[src/rtl/sa_tile_scheduler.sv]
// Tile sequencer for a systolic array: for each tile it waits for the row FIFOs, issues a
// PE_SIZE-cycle en burst, covers the row-skew delay and the output drain window, then steps the output base.
module sa_tile_scheduler #(
  parameter int PE_SIZE    = 16,
  parameter int OC         = 64,
  parameter int TILE_WIDTH = 8
) (
  input  logic                                        clk,
  input  logic                                        rst_n,
  input  logic                                        start_i,
  input  logic [TILE_WIDTH-1:0]                       num_tile_i,
  input  logic                                        fifo_ready_i,
  input  logic                                        clear_i,
  output logic                                        en_o,
  output logic                                        busy_o,
  output logic                                        done_o,
  output logic [TILE_WIDTH-1:0]                       tile_cnt_o,
  output logic [TILE_WIDTH+$clog2(PE_SIZE*OC)-1:0]    mem0_base_o,
  output logic [2:0]                                  dbg_state_o
);

  localparam int CW = $clog2(PE_SIZE*OC);
  localparam int MW = TILE_WIDTH + CW;

  localparam logic [CW-1:0]         FILL_LAST  = CW'(PE_SIZE - 1);
  localparam logic [CW-1:0]         SKEW_LAST  = CW'(PE_SIZE - 2);
  localparam logic [CW-1:0]         DRAIN_LAST = CW'(PE_SIZE*OC - 1);
  localparam logic [TILE_WIDTH-1:0] TILE_ONE   = TILE_WIDTH'(1);
  localparam logic [MW-1:0]         BASE_STEP  = MW'(PE_SIZE*OC);

  typedef enum logic [2:0] {
    S_IDLE  = 3'd0,
    S_WAIT  = 3'd1,
    S_FILL  = 3'd2,
    S_SKEW  = 3'd3,
    S_DRAIN = 3'd4,
    S_DONE  = 3'd5
  } state_t;

  state_t                state_q;
  logic [CW-1:0]         cnt_q;
  logic [TILE_WIDTH-1:0] num_q;
  logic [TILE_WIDTH-1:0] tile_cnt_q;
  logic [MW-1:0]         base_q;
  logic                  en_q;
  logic                  busy_q;
  logic                  done_q;

  // Outputs are registered alongside the state: each transition sets them to their
  // value in the state being entered.
  always_ff @(posedge clk or negedge rst_n) begin
    if (!rst_n) begin
      state_q    <= S_IDLE;
      cnt_q      <= '0;
      num_q      <= '0;
      tile_cnt_q <= '0;
      base_q     <= '0;
      en_q       <= 1'b0;
      busy_q     <= 1'b0;
      done_q     <= 1'b0;
    end else if (clear_i) begin
      state_q <= S_IDLE;
      cnt_q   <= '0;
      en_q    <= 1'b0;
      busy_q  <= 1'b0;
      done_q  <= 1'b0;
    end else begin
      case (state_q)
        S_IDLE: begin
          if (start_i) begin
            num_q      <= num_tile_i;
            tile_cnt_q <= '0;
            base_q     <= '0;
            cnt_q      <= '0;
            busy_q     <= 1'b1;
            if (num_tile_i == '0) begin
              state_q <= S_DONE;
              done_q  <= 1'b1;
            end else begin
              state_q <= S_WAIT;
            end
          end
        end
        S_WAIT: begin
          if (fifo_ready_i) begin
            state_q <= S_FILL;
            cnt_q   <= '0;
            en_q    <= 1'b1;
          end
        end
        S_FILL: begin
          if (cnt_q == FILL_LAST) begin
            cnt_q   <= '0;
            en_q    <= 1'b0;
            state_q <= (PE_SIZE > 1) ? S_SKEW : S_DRAIN;
          end else begin
            cnt_q <= cnt_q + 1'b1;
          end
        end
        S_SKEW: begin
          if (cnt_q == SKEW_LAST) begin
            cnt_q   <= '0;
            state_q <= S_DRAIN;
          end else begin
            cnt_q <= cnt_q + 1'b1;
          end
        end
        S_DRAIN: begin
          if (cnt_q == DRAIN_LAST) begin
            cnt_q      <= '0;
            tile_cnt_q <= tile_cnt_q + TILE_ONE;
            base_q     <= base_q + BASE_STEP;
            // Compare the incremented count so num_tile = 2^TILE_WIDTH-1 never wraps.
            if (tile_cnt_q + TILE_ONE == num_q) begin
              state_q <= S_DONE;
              done_q  <= 1'b1;
            end else begin
              state_q <= S_WAIT;
            end
          end else begin
            cnt_q <= cnt_q + 1'b1;
          end
        end
        S_DONE: begin
          state_q <= S_IDLE;
          done_q  <= 1'b0;
          busy_q  <= 1'b0;
        end
        default: begin
          state_q <= S_IDLE;
          cnt_q   <= '0;
          en_q    <= 1'b0;
          busy_q  <= 1'b0;
          done_q  <= 1'b0;
        end
      endcase
    end
  end

  assign en_o        = en_q;
  assign busy_o      = busy_q;
  assign done_o      = done_q;
  assign tile_cnt_o  = tile_cnt_q;
  assign mem0_base_o = base_q;
  assign dbg_state_o = state_q;

endmodule
[config.mk]
export PLATFORM = sky130hd
export DESIGN_NAME = sa_tile_scheduler
export DESIGN_NICKNAME = d
export VERILOG_FILES = /design/src/rtl/sa_tile_scheduler.sv
export SDC_FILE = /design/constraint.sdc
export NUM_CORES = 1
export LEC_CHECK = 0
export CAP_MARGIN = 5
export CORE_MARGIN = 4
export CORE_UTILIZATION = 56
export DETAILED_ROUTE_END_ITERATION = 7
export PLACE_DENSITY = 0.95
export SLEW_MARGIN = 40
export SYNTH_ARGS = -nofsm -noshare
export SYNTH_HDL_FRONTEND = slang
export SYNTH_SLANG_ARGS = --single-unit
[constraint.sdc]
create_clock -name clk -period 4.1 [get_ports clk]
set_clock_uncertainty 0.2 [all_clocks]
set_input_delay 0.41 -clock clk [delete_from_list [all_inputs] [get_ports clk]]
set_output_delay 0.41 -clock clk [all_outputs]
set_load 0.1 [all_outputs]
# Yosys cells after proc, flatten, opt, wreduce, memory -nomap -nowiden
# Index checks and enable logic that the tools add are counted.
# totals
ff_bits	50
output_inout_bits	32
# classes
n_mux	35
eq_ne	22
add_sub_neg	3
bitwise_logic	1
n_reduce_logical	13
# op_table
op	count
$mux W10	6
$pmux W10 S6	1
$mux W18	2
$pmux W18 S2	1
$mux W3	8
$ne A3 B3 Y1 const B	7
$eq A10 B4 Y1 const B	2
$add A18 B11 Y18 const B	1
$mux W8	2
$pmux W8 S2	1
$pmux W3 S5	1
$add A10 B1 Y10 const B	1
$eq A10 B10 Y1 const B	1
$mux W1	10
$reduce_and A5 Y1	2
$reduce_and A3 Y1	3
$add A8 B1 Y8 const B	1
$eq A8 B8 Y1	1
$logic_not A8 Y1	1
$reduce_or A4 Y1	2
$eq A3 B2 Y1 const B	2
$eq A3 B3 Y1 const B	2
$ne A2 B1 Y1 const B	3
$ne A2 B2 Y1 const B	3
9 further kinds	10

# Depth between registers and ports, before layout
# Gate-level depths: netlist of run 1.
# logic_depth
depth_word	6
mapped_depth	7

# Worst setup path before layout of run 1
# Ideal clock, no wire load.
# synth_path
path_type	register to register
startpoint	register state_q[1] (netlist: dbg_state_o[1])
endpoint	register cnt_q[7]
synth_period_minus_slack_ps	2695
arrival_time_ps	2412
path_stages_with_launch	7
path_buffers	1
path_slack_ps	1405
required_ps	3817
cell_sequence	dfrtp_1 -> clkbuf_1 -> nor2b_1 -> o41ai_4 -> a21o_2 -> or3_2 -> o21ai_0
# synth_between
elab_chain_len	3
elab_cells_between_ends	12
cone_classes	8 x eq/ne; 2 x mux; 2 x reduce/logical
# synth_rtl
item	line_no	rtl
start: declaration	40	state_t state_q;
start signal: assignment	95	state_q <= (PE_SIZE > 1) ? S_SKEW : S_DRAIN;
$eq A3 B3 Y1 (tied with other cells)	68	case (state_q)
$pmux W10 S6 (tied with other cells)	68	
$mux W10 or $reduce_and A3 Y1 (tied branches)	--	
end signal: assignment	97	cnt_q <= cnt_q + 1'b1;
end signal: assignment	105	cnt_q <= cnt_q + 1'b1;
end signal: assignment	121	cnt_q <= cnt_q + 1'b1;
end: declaration	41	logic [CW-1:0] cnt_q;
# Several ways; a longest one is shown, not always the timed one.
# A chain may end at the register's enable or synchronous reset.

# Worst setup path after layout of run 1
# layout_path
startpoint	input clear_i
endpoint	register base_q[17] (netlist: mem0_base_o[17])
# layout_between
elab_chain_len	2
# layout_rtl
item	line_no	rtl
start: declaration	13	input logic clear_i,
$not A1 Y1 (no line)	--	
$reduce_and A4 Y1 (no line)	--	
end signal: assignment	112	base_q <= base_q + BASE_STEP;
end: declaration	44	logic [MW-1:0] base_q;
# Every way passes these cells.

==> impl_metrics.py, run 1 <==
metrics = {
    "run_status": {
        "status": "finished, final reports clean",
    },
    "sta": {
        "worst_pin_slew_ns": 0.678,
        "fin_tns_setup_ns": 0,
        "finalSetupViolations": 0,
        "report.final.hold_viol_count": 0,
        "fin_crit_ns": 2.76,
        "fmax_mhz": 362,
        "min_period_over_period_pct": 67.4,
        "slew_violations": 0,
        "finalWorstSetupSlack_ns": 1.34,
        "slew_headroom_pct": 54.7,
        "rsz0062_at_grt": "false",
    },
    "worst_setup_path": {
        "critPathLaunchType": "input port",
        "endpoint_kind": "flop",
        "worstPathRequired_ns": 4.06,
        "crit_arrival_ns": 2.72,
        "reg2regPathDepth": 5,
        "reg2reg_from": "dbg_state_o[2]$_DFFE_PN0P_",
        "critPathMaxFanout": 16,
        "crit_end": "mem0_base_o[17]$_DFFE_PN0P_",
        "crit-reg2reg-capture": "mem0_base_o[17]$_DFFE_PN0P_",
        "critPathKind": "in -> reg",
        "crit_start": "clear_i",
        "rrSetupSlack_ns": 1.46,
    },
    "route": {
        "dr.pass1.iters": 4,
        "drt_wl_total_um": 5510,
        "viasPerCell": 5.91,
        "drc_errors": 0,
        "route.vias.total": 2109,
        "wl_per_cell_um": 15.4,
        "drt_iter0_drc": 233,
        "antenna_left": 0,
    },
    "global_route": {
        "grt_max_degree": 41,
        "gr-total-overflow": 0,
        "track_usage_pct": 22.6,
        "grt_pass1_vias": 2088,
        "grt_antenna_before_repair": 0,
        "grt_pass1_wl_um": 9540,
    },
    "min_path": {
        "hp-start": "num_q[2]$_DFFE_PN0P_",
        "hp-class": "reg -> reg",
        "hold_depth": 2,
    },
    "die": {
        "die_x_um": 73.8,
        "num_io_pins": 45,
        "initial_utilization_pct": 59.3,
        "row_count": 23,
        "core-area_um2": 4090,
        "die_area_um2": 5440,
        "die_h_um": 73.8,
    },
    "clocking": {
        "clock_path_buffers": 2,
        "cts.sinks": 40,
        "cts_resized": 0,
        "postCtsSetupBuffers": 0,
        "htreeDepth": 2,
        "cts_buffers": 5,
        "root_buffer": "clkbuf_8",
        "clk_pin_slew_ns": 0.08,
        "cts_tree": "built",
        "insertion_delay_ns": 0.30,
    },
    "yosys": {
        "synth_ff_type": "dfrtp_1",
        "netlist_area_um2": 2420,
        "ys_seq_area_share_pct": 41.3,
        "async_flop_share_pct": 100,
        "postSynthAreaPerCell_um2": 8.75,
        "ys_top_cells_by_area": "dfrtp_1 (41%), nand2_1 (7.1%), o21ai_0 (3.7%)",
        "synth.largest_area_cell": "dfrtp_1",
        "synth_cells": 277,
        "yosys_warnings": 0,
        "ys_types": 54,
        "synth_seq_cells": 40,
        "synth_edf_count": 0,
        "synth_top_cell_area_share_pct": 41.3,
    },
    "place": {
        "placed_area_um2": 2630,
        "finalWeightedCongestion": 0.830,
        "hpwl_um": 3910,
        "portBuffers": 34,
        "dp_slack_ns": 1.07,
    },
    "cells_and_area": {
        "layout_common_cells": "nand2_1 (46), dfrtp_1 (40), buf_2 (22)",
        "num_antenna_cells": 0,
        "area_growth_pct": 13.3,
        "n_fill_cell": 344,
        "final_common_cell": "nand2_1",
        "layout.nets": 323,
        "finalInstanceArea_um2": 2750,
        "drive_gt1_share_pct": 15.0,
    },
    "power_and_ir_drop": {
        "p_per_area_nw_per_um2": 494,
        "leakage_nw": 1.30,
        "vdd_drop_max_mv": 0.469,
    },
    "job": {
        "cap_violations": 0,
    },
}
[stage by stage]
step | util (%) | cells | power (mW) | hold slack (ns)
global placement | 66.9 | 348 | 1.04 | 0.284
detailed placement | 64.3 | 348 | 1.04 | 0.219
finish | 67.2 | 357 | 1.36 | 0.310
floorplan | - | 286 | 0.949 | -0.0856
CTS | 67.2 | 357 | 1.36 | 0.313
global route | 67.2 | 357 | 1.44 | 0.343
[synth_stat cells (2+ instances only)]
master and n:
nand2_1 46, dfrtp_1 40, nor2_1 18, o21ai_0 18
a21oi_1 13, nand3_1 13, clkbuf_1 12, buf_4 10
xnor2_1 9, inv_1 8, nand4_1 8, a21o_1 6
o31ai_1 5, and3_1 4, ha_1 4, mux2i_1 4
nand2b_1 4, nor3_1 4, xor2_1 4, a31oi_1 3
and2_1 3, or3_1 3, a21o_2 2, and4_1 2
nor4_1 2, o21bai_1 2, or2_2 2, or3_2 2
[final cells by class]
| type | instances | area [um2] | area share (%) |
|---|---|---|---|
| Sequential cell | 40 | 1000 | 36.5 |
| Timing Repair Buffer | 35 | 238 | 8.66 |
| Clock inverter | 2 | 35.0 | 1.28 |
| Clock buffer | 6 | 72.6 | 2.64 |
| Multi-Input combinational cell | 216 | 1310 | 47.6 |
| Tap cell | 50 | 62.6 | 2.28 |
| Inverter | 8 | 30.0 | 1.09 |
[registers in the layout, indices dropped and copies added (netlist names)]
name and cells:
cnt_q 10, mem0_base_o 8, num_q 8, tile_cnt_o 8, dbg_state_o 3, busy_o 1, done_o 1, en_o 1
[worst max-delay path, cell delays in order]
cell	delay, ns
clkdlybuf4s50_1	0.65
nor4b_1	0.45
nand4_1	0.54
nor3_1	0.43
xnor2_1	0.17
nor2_1	0.06
[cells by family (layout without fill, tap and decap cells)]
kind of cell	Yosys count	in the layout	synth area share, %
simple gates	120	120	24.6
other cells	1	10	0.155
xor+xnor	13	13	4.70
mux	5	5	2.12
flops	40	40	41.3
fa+ha+maj	4	4	2.07
compound gates	64	64	18.8
buf+inv	30	51	6.19
[where the power goes]
part	internal, mW	total (mW)	switching, mW
clock network	0.181	0.319	0.139
logic	0.156	0.510	0.354
registers	0.453	0.527	0.0735
[what timing repair did]
item / CTS / global route
setup endpoints to repair: 0 / 0
hold endpoints to repair: 40 / 0
hold buffers: 1 / 0
[worst min path at each step]
stage	to
final	num_q[2]$_DFFE_PN0P_
after global routing	num_q[7]$_DFFE_PN0P_
after CTS	num_q[2]$_DFFE_PN0P_
after detailed placement	num_q[2]$_DFFE_PN0P_
after global placement	num_q[7]$_DFFE_PN0P_
after floorplan	busy_o$_DFFE_PN0P_
[routing by layer]
| layer | track usage, % | vias to the layer above | part of all wire, % |
|---|---|---|---|
| li1 | - | 1015 | - |
| met1 | 28.8 | 1012 | 42 |
| met2 | 37.1 | 72 | 50 |
| met3 | 5.47 | 10 | 6.0 |
| met4 | 8.45 | 0 | 1.7 |
| met5 | 0 | - | 0 |
Note: power is estimated with default switching activity, not from simulation.
==> run 2, diff against run 1 <==
--- a/config.mk
+++ b/config.mk
@@ -7,9 +7,9 @@
 export LEC_CHECK = 0
 export CAP_MARGIN = 5
 export CORE_MARGIN = 4
-export CORE_UTILIZATION = 56
+export CORE_UTILIZATION = 52
 export DETAILED_ROUTE_END_ITERATION = 7
-export PLACE_DENSITY = 0.95
+export PLACE_DENSITY = 0.91
 export SLEW_MARGIN = 40
 export SYNTH_ARGS = -nofsm -noshare
 export SYNTH_HDL_FRONTEND = slang
==> constraint.sdc (replaced) <==
create_clock -name clk -period 2.55 [get_ports clk]
set_clock_uncertainty 0.2 [all_clocks]
set_input_delay 0.255 -clock clk [delete_from_list [all_inputs] [get_ports clk]]
set_output_delay 0.255 -clock clk [all_outputs]
set_load 0.1 [all_outputs]
==> run 2 against run 1 <==
First-iteration DRC count decreased by 45%. Routed wire length increased by 1.7%. Core utilization decreased by 2.5 points. Power increased by 64%. Non-clock buffer count increased by 9. Clock power increased by 59%. Die area increased by 6.8%. Critical path depth decreased by 1. Combinational power increased by 74%. Count of clock-buffer cells in the layout unchanged. Largest cell class unchanged.
==> impl_metrics.py, run 2 (synthesis results as in run 1) <==
metrics = {
    "run_status": {
        "status": "finished, final reports clean",
    },
    "global_route": {
        "grt_pass1_vias": 2050,
        "use_met3_pct": 5.67,
        "grt_pass1_wl_um": 9500,
        "track_usage_pct": 19.9,
        "gr-total-overflow": 0,
        "met2_usage_pct": 32.1,
        "grt_use_met1_pct": 25.0,
        "grt_max_degree": 41,
        "grt_antenna_before_repair": 0,
        "grt_busiest_layer": "met2",
    },
    "clocking": {
        "root_buffer": "clkbuf_8",
        "insertion_delay_ns": 0.29,
        "clk_pin_slew_ns": 0.08,
        "cts.sinks": 40,
        "cts_buffers": 5,
        "clock_path_buffers": 2,
        "htreeDepth": 2,
        "cts_tree": "built",
    },
    "worst_setup_path": {
        "critPathBufInv": 0,
        "critPathTopFamily": "compound AO/OA/AOI/OAI gates",
        "reg2reg_from": "cnt_q[7]$_DFFE_PN0P_",
        "endpoint_kind": "flop",
        "critPathMaxStageDelay_ns": 0.58,
        "crit_start": "cnt_q[7]$_DFFE_PN0P_",
        "critPathMaxFanout": 7,
        "worstPathRequired_ns": 2.53,
        "crit_arrival_ns": 2.38,
        "path_cells": "or4_4 -> o41ai_4 -> a21o_2 -> o21bai_1 -> a22o_1",
        "critPathKind": "reg -> reg",
        "slowest_stage": "or4_4",
        "critPathLaunchType": "flop",
    },
    "power_and_ir_drop": {
        "p_per_area_nw_per_um2": 775,
        "vdd_drop_max_mv": 0.495,
        "internal_power_mw": 1.31,
        "leakage_nw": 1.34,
        "p_clk_share_pct": 22.8,
        "comb_power_share_pct": 39.7,
        "p_switching_mw": 0.917,
        "seqPwrFrac_pct": 37.5,
        "switching_share_pct": 41.2,
    },
    "cells_and_area": {
        "area_growth_pct": 18.6,
        "drive_gt1_share_pct": 18.4,
        "final_common_cell": "nand2_1",
        "largest_register_ffs": 10,
        "fin_util_pct": 64.7,
        "layout_common_cells": "nand2_1 (46), dfrtp_1 (37), buf_4 (32)",
        "largest-register": "cnt_q",
        "n_fill_cell": 358,
        "num_antenna_cells": 0,
        "layout.nets": 332,
    },
    "sta": {
        "min_period_over_period_pct": 94.0,
        "slew_headroom_pct": 64.2,
        "finalSetupViolations": 0,
        "worst_pin_slew_ns": 0.535,
        "report.final.hold_viol_count": 0,
        "whs_ns": 0.268,
        "rsz0062_at_grt": "false",
        "fin_crit_ns": 2.40,
        "fmax_mhz": 417,
        "slew_violations": 0,
    },
    "place": {
        "portBuffers": 34,
        "hpwl_um": 4150,
        "finalWeightedCongestion": 0.897,
    },
    "die": {
        "die_x_um": 76.3,
        "initial_utilization_pct": 54.5,
        "num_io_pins": 45,
        "die_area_um2": 5820,
        "core-area_um2": 4440,
        "row_count": 24,
        "die_h_um": 76.3,
    },
    "route": {
        "wl_per_cell_um": 15.2,
        "drt_iter0_drc": 129,
        "drt_wl_total_um": 5600,
        "dr.pass1.iters": 4,
        "viasPerCell": 5.91,
        "antenna_left": 0,
        "route.vias.total": 2174,
        "drc_errors": 0,
    },
    "job": {
        "cap_violations": 0,
    },
    "min_path": {
        "hp-class": "in -> async",
    },
}
==> run 2: routing by layer <==
metal	up-vias	share of wire, %
met3	12	6.6
met4	0	2.1
met1	1032	44
met2	83	48
li1	1047	-
met5	-	0
==> run 2: worst paths after layout <==
check	to	slack, ns	depth (start not counted)
worst max-delay path	cnt_q[5]$_DFFE_PN0P_	0.15	5
worst min-delay path	tile_cnt_o[5]$_DFFE_PN0P_	0.27	2
worst max register to register	cnt_q[5]$_DFFE_PN0P_	0.15	5
worst min register to register	num_q[6]$_DFFE_PN0P_	0.30	2
max in group asynchronous	dbg_state_o[1]$_DFFE_PN0P_	1.50	2
min in group clk	num_q[6]$_DFFE_PN0P_	0.30	2
==> run 2: timing repair <==
item / 4_1_cts / 5_1_grt
gates resized for setup: 0 / 0
buffers inserted: 0 / 0
endpoints found under the hold margin: 40 / 0
hold buffers: 1 / 0
==> run 2: layout make-up <==
class,instances,area [um2],share of cell area [%]
sequential,40,1000,35.0
inverter,8,30.0,1.04
clock inverter,2,35.0,1.22
tap,52,65.1,2.26
timing repair buffer,44,360,12.5
clock buffer,6,72.6,2.53
multi-input combinational,216,1310,45.5
==> run 2: worst register-to-register path, cell delays in order (launching register included) <==
cell and delay (ns):
dfrtp_1 0.44, or4_4 0.58, o41ai_4 0.53, a21o_2 0.28, o21bai_1 0.09, a22o_1 0.17
==> run 2: power groups by stage <==
stage / clock, mW / sequential (mW) / combinational (mW)
2_1_floorplan: 0 / 1.02 / 0.509
3_3_place_gp: 0 / 0.841 / 0.857
3_5_place_dp: 0 / 0.847 / 0.883
4_1_cts: 0.523 / 0.834 / 0.888
5_1_grt: 0.552 / 0.849 / 0.956
6_report: 0.508 / 0.835 / 0.885
==> run 2: stage by stage <==
step	worst slack, ns	total power, mW	TNS [ns]	instances	instance area (um2)
detailed placement	0.169	1.73	0	359	2760
global placement	0.233	1.70	0	359	2750
finish	0.153	2.23	0	368	2870
CTS	0.172	2.24	0	368	2870
floorplan	-0.0314	1.53	-0.0314	286	2460
global route	0.0636	2.36	0	368	2870
